## src/rtl/uart_pkg.sv

```systemverilog
// uart_pkg: shared types and limits for the UART transmit arbiter.
package uart_pkg;
  typedef enum logic [1:0] {ARB, SEND, ISSUE, DRAIN} uart_arb_state_t;
  localparam int UART_ARB_MAX_REQ = 8;
endpackage

```

## src/rtl/uart_tx_arbiter_rr_pick.sv

```systemverilog
// rr_pick: one-hot round-robin pick, scanning upward from the bit after the one-hot last_grant.
module rr_pick #(
  parameter int NUM_REQ = 4
) (
  input  logic [NUM_REQ-1:0] req,
  input  logic [NUM_REQ-1:0] last_grant,
  output logic [NUM_REQ-1:0] pick
);
  logic [NUM_REQ-1:0] upper, pool;
  // Requests strictly above last_grant win; otherwise wrap to the lowest request.
  assign upper = req & ~(last_grant | (last_grant - 1'b1));
  assign pool  = (|upper) ? upper : req;
  assign pick  = pool & (~pool + 1'b1);
endmodule

```

## src/rtl/uart_tx_arbiter.sv

```systemverilog
// uart_tx_arbiter: packet-locked round-robin sharing of one uart_tx between NUM_REQ byte streams,
// with a stall timeout that revokes a grant whose owner stops supplying bytes.
module uart_tx_arbiter
  import uart_pkg::*;
#(
  parameter int NUM_REQ        = 4,
  parameter int TIMEOUT_CYCLES = 8680
) (
  input  logic                 clk,
  input  logic                 resetn,
  input  logic [NUM_REQ-1:0]   req_valid,
  input  logic [8*NUM_REQ-1:0] req_data,
  input  logic [NUM_REQ-1:0]   req_last,
  output logic [NUM_REQ-1:0]   req_ready,
  output logic [NUM_REQ-1:0]   grant,
  output logic                 pkt_abort,
  output logic                 uart_tx_en,
  output logic [7:0]           uart_tx_data,
  input  logic                 uart_tx_busy
);
  localparam int CW = TIMEOUT_CYCLES > 0 ? $clog2(TIMEOUT_CYCLES + 1) : 1;
  uart_arb_state_t state_q, state_d;
  logic [NUM_REQ-1:0] grant_q, grant_d, last_grant_q, last_grant_d, pick;
  logic [CW-1:0] cnt_q, cnt_d;
  logic [7:0] data_q, data_d, sel_data;
  logic last_q, last_d, abort_q, abort_d, sel_last, accept, timeout;
  rr_pick #(.NUM_REQ(NUM_REQ)) u_pick (
    .req       (req_valid),
    .last_grant(last_grant_q),
    .pick      (pick)
  );
  always_comb begin
    sel_data = '0;
    sel_last = 1'b0;
    for (int i = 0; i < NUM_REQ; i++)
      if (grant_q[i]) begin
        sel_data = req_data[8*i +: 8];
        sel_last = req_last[i];
      end
  end
  assign req_ready    = (state_q == SEND && !uart_tx_busy) ? (grant_q & req_valid) : '0;
  assign accept       = |req_ready;
  assign timeout      = TIMEOUT_CYCLES != 0 && int'(cnt_q) + 1 == TIMEOUT_CYCLES;
  assign grant        = grant_q;
  assign pkt_abort    = abort_q;
  assign uart_tx_en   = state_q == ISSUE;
  assign uart_tx_data = data_q;
  always_comb begin
    state_d      = state_q;
    grant_d      = grant_q;
    last_grant_d = last_grant_q;
    cnt_d        = cnt_q;
    data_d       = data_q;
    last_d       = last_q;
    abort_d      = 1'b0;
    case (state_q)
      ARB:
        if (|req_valid) begin
          grant_d = pick;
          cnt_d   = '0;
          state_d = SEND;
        end
      SEND:
        if (accept) begin
          data_d  = sel_data;
          last_d  = sel_last;
          state_d = ISSUE;
        end else if (timeout) begin
          abort_d      = 1'b1;
          last_grant_d = grant_q;
          grant_d      = '0;
          state_d      = ARB;
        end else begin
          cnt_d = (&cnt_q) ? cnt_q : cnt_q + 1'b1;
        end
      ISSUE: state_d = DRAIN;
      DRAIN:
        if (!uart_tx_busy) begin
          if (last_q) begin
            last_grant_d = grant_q;
            grant_d      = '0;
            state_d      = ARB;
          end else begin
            cnt_d   = '0;
            state_d = SEND;
          end
        end
      default: state_d = ARB;
    endcase
  end
  always_ff @(posedge clk or negedge resetn)
    if (!resetn) begin
      state_q      <= ARB;
      grant_q      <= '0;
      last_grant_q <= {1'b1, {(NUM_REQ-1){1'b0}}};
      cnt_q        <= '0;
      data_q       <= 8'h00;
      last_q       <= 1'b0;
      abort_q      <= 1'b0;
    end else begin
      state_q      <= state_d;
      grant_q      <= grant_d;
      last_grant_q <= last_grant_d;
      cnt_q        <= cnt_d;
      data_q       <= data_d;
      last_q       <= last_d;
      abort_q      <= abort_d;
    end
endmodule

```

## config.mk

```make
export PLATFORM = sky130hd
export DESIGN_NAME = uart_tx_arbiter
export DESIGN_NICKNAME = d
export VERILOG_FILES = /design/src/rtl/uart_pkg.sv /design/src/rtl/uart_tx_arbiter_rr_pick.sv /design/src/rtl/uart_tx_arbiter.sv
export SDC_FILE = /design/constraint.sdc
export NUM_CORES = 1
export LEC_CHECK = 0
export ABC_AREA = 0
export CAP_MARGIN = 20
export CORE_MARGIN = 1
export CORE_UTILIZATION = 52
export DETAILED_ROUTE_END_ITERATION = 8
export PLACE_DENSITY_LB_ADDON = 0.05
export SYNTH_ARGS = -nofsm -noshare
export SYNTH_HDL_FRONTEND = slang
export SYNTH_SLANG_ARGS = --single-unit
```

## constraint.sdc

```tcl
create_clock -name clk -period 7.7 [get_ports clk]
set_clock_uncertainty 0.1 [all_clocks]
set_input_delay 1.155 -clock clk [delete_from_list [all_inputs] [get_ports clk]]
set_output_delay 1.155 -clock clk [all_outputs]
set_load 0.01 [all_outputs]
```

Yosys cells after proc, flatten, opt, wreduce, memory -nomap -nowiden
Cells that the tools add are included.
{ "classes": {"add_sub_neg": 4, "eq_ne": 13, "n_mux": 37, "n_bitwise": 6, "n_reduce_logical": 14} }
{ "ops": {"columns": ["op", "n"], "rows": [
  ["$mux 14", 6],
  ["$mux 4", 11],
  ["$pmux 14 s3", 1],
  ["$mux 8", 4],
  ["$ne 2x2->1 const B", 8],
  ["$add 14x1->15 const B", 1],
  ["$eq 15x14->1 const B", 1],
  ["$add 14x1->14 const B", 1],
  ["$reduce_and 14->1", 1],
  ["$and 4x4->4", 3],
  ["$pmux 4 s3", 1],
  ["$reduce_or 4->1", 3],
  ["$mux 1", 8],
  ["$mux 2", 4],
  ["$not 4->4", 2],
  ["$pmux 2 s4", 1],
  ["$pmux 4 s2", 1],
  ["$reduce_and 7->1", 1],
  ["$reduce_and 6->1", 1],
  ["$reduce_and 5->1", 1],
  ["$add 4x1->4 const B", 1],
  ["$eq 2x2->1 const B", 2],
  ["$or 4x4->4", 1],
  ["$sub 4x1->4 const B", 1],
  ["other kinds (9)", 9]
]} }
{ "totals": {"register_bits": 34, "output_inout_bits": 18, "wordCells": 81} }

Logic depth before layout (Yosys ltp)
Gate-level depths: netlist of the first run.
{ "depth": {"depth_word": 11, "depth_mapped": 10, "depth_no_buf": 8} }

Cells and area by module
From an unflattened synthesis of the first run, not the netlist that was laid out.
{ "hier_totals": {"hier_cells": 293, "hier_area_um2": 2466.1} }
{ "modules_own_cells": {"columns": ["module", "instances", "cells_per_inst", "area_each_um2"], "rows": [
  ["uart_tx_arbiter", 1, 274, 2354.8],
  ["rr_pick", 1, 19, 111.4]
]} }

Worst setup path after synthesis of the first run
Ideal clock, no wire load.
{ "synth_path": {"path_kind": "input-to-reg", "start": "input req_valid[2]", "end": "register cnt_q[0]", "setup_time_ps": 125, "arrival_ps": 2738, "required_ps": 7475, "setup_slack_ps": 4738, "cell_stages": 7, "path_buffers": 0, "cell_sequence": "a22oi_1 -> a311oi_1 -> or2_2 -> a21oi_1 -> o21ai_0 -> a21o_1 -> mux2_2"} }
{ "synth_via": {"elab_chain_cells": 5} }
{ "synth_rtl": {"columns": ["item", "line", "source"], "rows": [
  ["start, declared", "uart_tx_arbiter.sv:11", "input logic [NUM_REQ-1:0] req_valid,"],
  ["$and 4x4->4", "uart_tx_arbiter.sv:41", "assign req_ready = (state_q == SEND && !uart_tx_busy) ? (grant_q & req_valid) : '0;"],
  ["$mux 4", "uart_tx_arbiter.sv:41", null],
  ["$reduce_or 4->1", "uart_tx_arbiter.sv:42", "assign accept = |req_ready;"],
  ["$ne 2x2->1 (no line)", null, null],
  ["$reduce_and 7->1 (no line) *", null, null],
  ["end signal, assigned", "uart_tx_arbiter.sv:104", "cnt_q <= cnt_d;"],
  ["end, declared", "uart_tx_arbiter.sv:24", "logic [CW-1:0] cnt_q, cnt_d;"]
]} }
Every way passes the cells marked *; elsewhere a longest branch is shown, timed or not.
A chain may end at the register's enable or synchronous reset.

Worst setup path after layout of the first run
{ "layout_path": {"start": "input req_valid[1]", "end": "output req_ready[1]"} }
{ "layout_via": {"elab_chain_cells": 2} }
{ "layout_rtl": {"columns": ["item", "line", "source"], "rows": [
  ["$and 4x4->4", "uart_tx_arbiter.sv:41", null],
  ["$mux 4", "uart_tx_arbiter.sv:41", null],
  ["end, declared", "uart_tx_arbiter.sv:14", "output logic [NUM_REQ-1:0] req_ready,"]
]} }
Every way passes these cells.

==> metrics.md, run 1 <==
| Metric | Value |
|---|---|
| Vias | `2309` |
| Final Power | `0.829 mW` |
| Average wire per cell in the routed design | `15.1 um` |
| RD Place Congestion | `0.919` |
| H-tree depth | `2` |
| Setup crit start kind | `input port` |
| Status | `finished, final reports clean` |
| Initial Utilization | `between 50% and 60%` |
| Leak pwr | `between 1 and 1.5 nW` |
| Warnings, synthesis | `0` |
| Number of global-route vias before repair | `around 2100` |
| Non-Filler Instances | `386` |
| Core area | `0.00409 mm^2` |
| Area after DPL | `between 0.002 and 0.003 mm^2` |
| Fraction of registers with async set/reset | `100%` |
| Worst IR Drop VDD | `0.000176 V` |
| Initial antenna violation count | `0` |
| Avg Inst Size Synth | `8.01 um^2` |
| CP max FO | `5` |
| DR DRC count | `0` |
| Vias per Instance | `about 6.0` |
| Setup TNS | `0 ns` |
| Max incr delay on CP | `0.58 ns` |
| Largest net degree at the start of global routing | `35` |
| Final core utilization | `72.7%` |
| Post-CTS sizing | `0` |
| Max Clk Rate | `263 MHz` |
| Final critical-path required period | `3.80 ns` |
| DP Worst Slack | `around 3.8 ns` |
| Hold-fix buffers at CTS | `0` |
| Slowest-stage cell, CP | `clkdlybuf4s50_1` |
| CP endpoint kind | `output pin` |
| Final #Nets | `380` |
| # diodes | `0` |
| Pre-antenna DRT Iters | `5` |
| Num CTS Buffers | `5` |
| Synth-to-layout area growth | `30.7%` |
| Gr ovfl total | `0` |
| TritonCTS Sinks | `34` |
| Commonest non-fill, non-tap cell in the layout | `clkdlybuf4s50_1` |
| Setup ws final | `3.90 ns` |
| Gr usage total | `27.3%` |
| Mapped Cells | `284` |
| Die extent in y | `roughly 70 um` |
| Final Cell Area | `0.00297 mm^2` |
| DP HPWL | `4.35 mm` |
| Global-route wire length before repair | `9.52 mm` |
| Share of layout cells above drive strength 1 | `7.74%` |
| I/O pins | `61` |
| Port Buffer Count | `60` |
| Synthesized cell area | `0.00227 mm^2` |
| Main flop type after synthesis | `dfrtp_1` |
| Initial DRC Count | `206` |
| Worst-Margin Slew | `0.767 ns` |
| Pwr/cell area | `279 mW/mm^2` |
| FILL cells | `344` |
| Register bit count reported by yosys | `34` |
| Crit path top cell by count | `clkdlybuf4s50_1` |
| Mapped Nets | `329` |
| Netlist cell types | `47` |
| Final Cycle Share | `between 40% and 50%` |
| Std cell rows | `23` |
| Finish-stage setup viols | `0` |
| CTS tree | `built` |
| Buffer depth of the longest clock path | `2` |
| RSZ-0062 raised after global routing | `no` |
| Min Hold Slack | `0.433 ns` |
| Worst hold path type | `register to register` |
| WL final | `5.81 mm` |
| Clk Latency, worst-skew pair | `0.29 ns` |
| Die area | `0.00464 mm^2` |
| Number of synthesized flops with an enable pin | `0` |
| Max_cap viols | `0` |
| Final Slew Violations | `0` |
| Critical path data arrival time | `2.55 ns` |
| Critical path type | `input port to output pin` |
| Hold Fails Final Rpt | `0` |
| Worst-path cell chain | `clkdlybuf4s50_1 > nand2_1 > nor3_1 > clkdlybuf4s50_1` |
| Seq/Total Area, Yosys | `between 30% and 40%` |
| Clock transition at path regs | `0.07 ns` |
| Die width | `68.1 um` |
| Slew HR | `around 48%` |
| Placed Cells | `378` |
| Final ANT Viol Nets | `0` |
| Worst EP required | `6.44 ns` |
| Setup Fix Bufs, Post-CTS | `0` |
| Commonest cells after routing, fill and taps aside | `clkdlybuf4s50_1, nor2_1, a21oi_1, dfrtp_1, o21ai_0` |
| Clock Tree Root | `clkbuf_8` |
==> metal layers <==
metal  vias to the layer above  track usage (%)  wire [um]
met5                         -                0          0
met4                         0             8.33         70
met3                         8             7.17        389
met2                        91             46.2       2830
met1                      1077             33.6       2530
li1                       1133                -          -
==> logic make-up (layout without fill, tap and decap cells) <==
kind of cell	after synthesis	after routing	share of synthesized area, %
adders and majority gates	2	2	1.10
DFF	34	34	37.5
muxes	11	11	5.28
AOI/OAI and AO/OA	90	90	24.0
xor gates and xnor gates	2	2	0.771
and+or+nand+nor	119	119	26.4
buffers and inverters	26	78	4.95
==> power by group <==
group	internal [mW]	total (mW)	switching (mW)
clock network	0.0718	0.139	0.0673
registers	0.230	0.306	0.0761
logic	0.184	0.384	0.200
==> cells in the mapped netlist (5+ instances only) <==
| library cell | n | area share, % |
|---|---|---|
| nand2b_1 | 5 | 1.4 |
| mux2_2 | 8 | 4.0 |
| nor2_1 | 42 | 6.9 |
| clkbuf_1 | 11 | 1.8 |
| a21oi_1 | 34 | 7.5 |
| buf_2 | 5 | 1.1 |
| nand3_1 | 10 | 2.2 |
| inv_1 | 8 | 1.3 |
| o21ai_0 | 23 | 5.1 |
| nand2_1 | 19 | 3.1 |
| a22oi_1 | 10 | 3.3 |
| nor2b_1 | 7 | 1.9 |
| dfrtp_1 | 33 | 36 |
| and3_1 | 9 | 2.5 |
| nor3_1 | 8 | 1.8 |
==> path summary, 6_finish.rpt <==
path | to | slack (ns) | cells past startpoint | startpoint
max | req_ready[1] | 3.90 | 4 | req_valid[1]
min | uart_tx_data[0] | 0.43 | 2 | uart_tx_data[0]
min in group asynchronous | cnt_q[10] | 1.17 | 2 | resetn
min reg2reg | uart_tx_data[0] | 0.43 | 2 | uart_tx_data[0]
max in group asynchronous | last_grant_q[3] | 5.99 | 2 | resetn
max reg2reg | grant[2] | 4.53 | 8 | cnt_q[0]
==> worst max-delay path: cells and delay by family <==
family / cells / cell delay [ns]
buf+inv: 2 / 1.11
simple gates: 2 / 0.28
==> registers in the layout, summed over array words and instances (netlist names), named ones only <==
register,cells
cnt_q,14
grant,4
last_grant_q,4
last_q,1
pkt_abort,1
state_q,1
uart_tx_data,8
==> layout make-up <==
cell class                 count  area [um^2]  share of cell area (%)
multi-input combinational    224         1320                    44.3
sequential                    34          852                    28.7
timing repair buffer          62          616                    20.7
clock buffer                   6         82.6                    2.78
tap                           50         62.6                    2.11
inverter                       8         30.0                    1.01
clock inverter                 2         12.5                   0.421
Note: power is estimated with default switching activity, not from simulation.
==> inputs of run 2 (changes only) <==
--- a/config.mk
+++ b/config.mk
@@ -8,7 +8,7 @@
 export ABC_AREA = 0
 export CAP_MARGIN = 20
 export CORE_MARGIN = 1
-export CORE_UTILIZATION = 52
+export CORE_UTILIZATION = 49
 export DETAILED_ROUTE_END_ITERATION = 8
 export PLACE_DENSITY_LB_ADDON = 0.05
 export SYNTH_ARGS = -nofsm -noshare
==> constraint.sdc (replaced) <==
create_clock -name clk -period 3.6 [get_ports clk]
set_clock_uncertainty 0.1 [all_clocks]
set_input_delay 0.54 -clock clk [delete_from_list [all_inputs] [get_ports clk]]
set_output_delay 0.54 -clock clk [all_outputs]
set_load 0.01 [all_outputs]
==> run 2 against run 1 <==
Register-to-register slack got worse by 4.0 ns. Die area increased by 5.9%. Clock-buffer cell count is 1 higher. Via count decreased by 0.74%. Non-clock buffer count is 4 higher. Global-route usage down 2.5 points. Flip-flop and latch count is the same. Cell area increased by 1.5%. Final cell count grew 1.6%. Power is 120% higher. Combinational power rose by 120%. Clock power grew to 2.5 times the previous value.
==> metrics.md, run 2 (synthesis results as in run 1) <==
| Metric | Value |
|---|---|
| Logic depth of the worst path, buffers included | `8` |
| Hold-fix buffers at CTS | `0` |
| Initial Utilization | `51.5%` |
| Number of global-route vias before repair | `~2200` |
| TritonCTS Sinks | `34` |
| Final ANT Viol Nets | `0` |
| DR DRC count | `0` |
| Worst setup path start | `cnt_q[0]` |
| Final Slew Violations | `0` |
| Buffer depth of the longest clock path | `2` |
| Num CTS Buffers | `5` |
| Hold Fails Final Rpt | `0` |
| Final critical-path required period | `3.08 ns` |
| Path depth of the worst reg2reg path | `8` |
| Post-CTS sizing | `0` |
| Initial DRC Count | `203` |
| Worst-Margin Slew | `0.648 ns` |
| Clock Tree Root | `clkbuf_8` |
| Worst-path cell chain | `ha_1 > nand4_2 > nor4_1 > a22oi_1 > nor3_1 > nand3_1 > o21ai_0 > mux2_2` |
| WL final | `5.67 mm` |
| Core area | `0.00441 mm^2` |
| Setup crit start kind | `register` |
| Max incr delay on CP | `~0.53 ns` |
| CTS tree | `built` |
| Largest net degree at the start of global routing | `35` |
| Most flops, register | `cnt_q` |
| Final #Nets | `~380` |
| Worst IR Drop VDD | `~0.00033 V` |
| Initial antenna violation count | `0` |
| Commonest non-fill, non-tap cell in the layout | `clkdlybuf4s50_1` |
| FILL cells | `368` |
| Gr ovfl total | `0` |
| I/O pins | `between 60 and 70` |
| Clock transition at path regs | `0.07 ns` |
| Global-route wire length before repair | `9.87 mm` |
| CP endpoint kind | `register` |
| Clk Latency, worst-skew pair | `about 0.28 ns` |
| Max_cap viols | `0` |
| Pwr/cell area | `slightly above 600 mW/mm^2` |
| Final Cycle Share | `85.5%` |
| Slowest-stage cell, CP | `o21ai_0` |
| Finish-stage setup viols | `0` |
| Die extent in y | `70.1 um` |
| CP Buf/Inv Count | `0` |
| Commonest cells after routing, fill and taps aside | `clkdlybuf4s50_1, nor2_1, a21oi_1, dfrtp_1, o21ai_0` |
| H-tree depth | `2` |
| Worst hold path type | `register to register` |
| # diodes | `0` |
| Final Cell Area | `approximately 0.0030 mm^2` |
| Max Clk Rate | `325 MHz` |
| Delay-heaviest family, CP | `simple AND/OR/NAND/NOR gates` |
| Die width | `70.1 um` |
| Worst EP required | `3.67 ns` |
| Pre-antenna DRT Iters | `5` |
| Gr usage total | `24.7%` |
| Setup TNS | `0 ns` |
| Leak pwr | `1.25 nW` |
| Area after DPL | `approximately 0.0029 mm^2` |
| Crit path capture | `last_grant_q[1]` |
| Synth-to-layout area growth | `32.6%` |
| R2r setup slk | `0.52 ns` |
| Die area | `0.00492 mm^2` |
| Share of layout cells above drive strength 1 | `between 8 and 9%` |
| RD Place Congestion | `about 0.86` |
| Slew HR | `56.4%` |
| Largest register FFs | `14` |
| Vias per Instance | `5.85` |
| CP max FO | `7` |
| Std cell rows | `24` |
| Critical path data arrival time | `3.14 ns` |
| Setup Fix Bufs, Post-CTS | `0` |
| RSZ-0062 raised after global routing | `no` |
| Port Buffer Count | `60` |
| RR Endpoint | `last_grant_q[1]` |
| Hold Crit Depth | `2` |
| Critical path type | `register to register` |
| RR Startpoint | `cnt_q[0]` |
| Average wire per cell in the routed design | `14.5 um` |
| Vias | `2292` |
| DP HPWL | `4.24 mm` |
| Status | `finished, final reports clean` |
## run 2: changes by cell type in the layout (fill, tap and decap cells not counted), sizes merged
| cell | change |
|---|---|
| clkinv | -1 |
| clkinvlp | -1 |
| bufinv | +1 |
| buf | +4 |
| clkbuf | +1 |
## run 2: power breakdown
part | internal, mW | switching, mW | total [mW]
clock | 0.207 | 0.141 | 0.348
combinational | 0.410 | 0.434 | 0.844
sequential | 0.493 | 0.142 | 0.635
## run 2: layout make-up
class                      count  area [um^2]  area share (%)
inverter                       8         30.0           0.996
multi-input combinational    224         1320            43.6
clock inverter                 1         30.0           0.996
sequential                    34          852            28.3
clock buffer                   7         76.3            2.53
timing repair buffer          66          646            21.4
tap                           52         65.1            2.16
## run 2: stage by stage
step                hold slack (ns)  utilization [%]  std cells  worst slack, ns  total power, mW
floorplan                     0.144                -        284            0.963             1.16
global placement              0.406             65.9        384            0.662             1.47
detailed placement            0.416             65.9        384            0.539             1.48
CTS                           0.432             68.3        392            0.530             1.83
global route                  0.471             68.3        392            0.235             1.98
finish                        0.428             68.3        392            0.523             1.83
## run 2: routing by layer
metal | global-route usage, % | routed length, um
met1 | 32.6 | 2520
met2 | 41.1 | 2730
met3 | 4.47 | 389
met4 | 8.00 | 31
met5 | 0 | 0
## run 2: worst register-to-register path, cell delays in order, from the launching register on
cell     delay [ns]
dfrtp_1        0.47
ha_1           0.32
nand4_2        0.22
nor4_1         0.34
a22oi_1        0.12
nor3_1         0.24
nand3_1        0.23
o21ai_0        0.53
mux2_2         0.41
## run 2: worst min-delay path by stage
stage | from | end | slack, ns
floorplan | resetn | async pin | 0.14
global placement | uart_tx_data[4] | uart_tx_data[4] | 0.41
detailed placement | uart_tx_data[7] | uart_tx_data[7] | 0.42
CTS | uart_tx_data[7] | uart_tx_data[7] | 0.43
global route | uart_tx_data[7] | uart_tx_data[7] | 0.47
finish | uart_tx_data[7] | uart_tx_data[7] | 0.43
==> inputs of run 3 (changes only) <==
--- a/config.mk
+++ b/config.mk
@@ -6,7 +6,6 @@
 export NUM_CORES = 1
 export LEC_CHECK = 0
 export ABC_AREA = 0
-export CAP_MARGIN = 20
 export CORE_MARGIN = 1
 export CORE_UTILIZATION = 49
 export DETAILED_ROUTE_END_ITERATION = 8
==> results of run 3 <==
No change in the layout: final DEF, timing and power equal those of run 2.
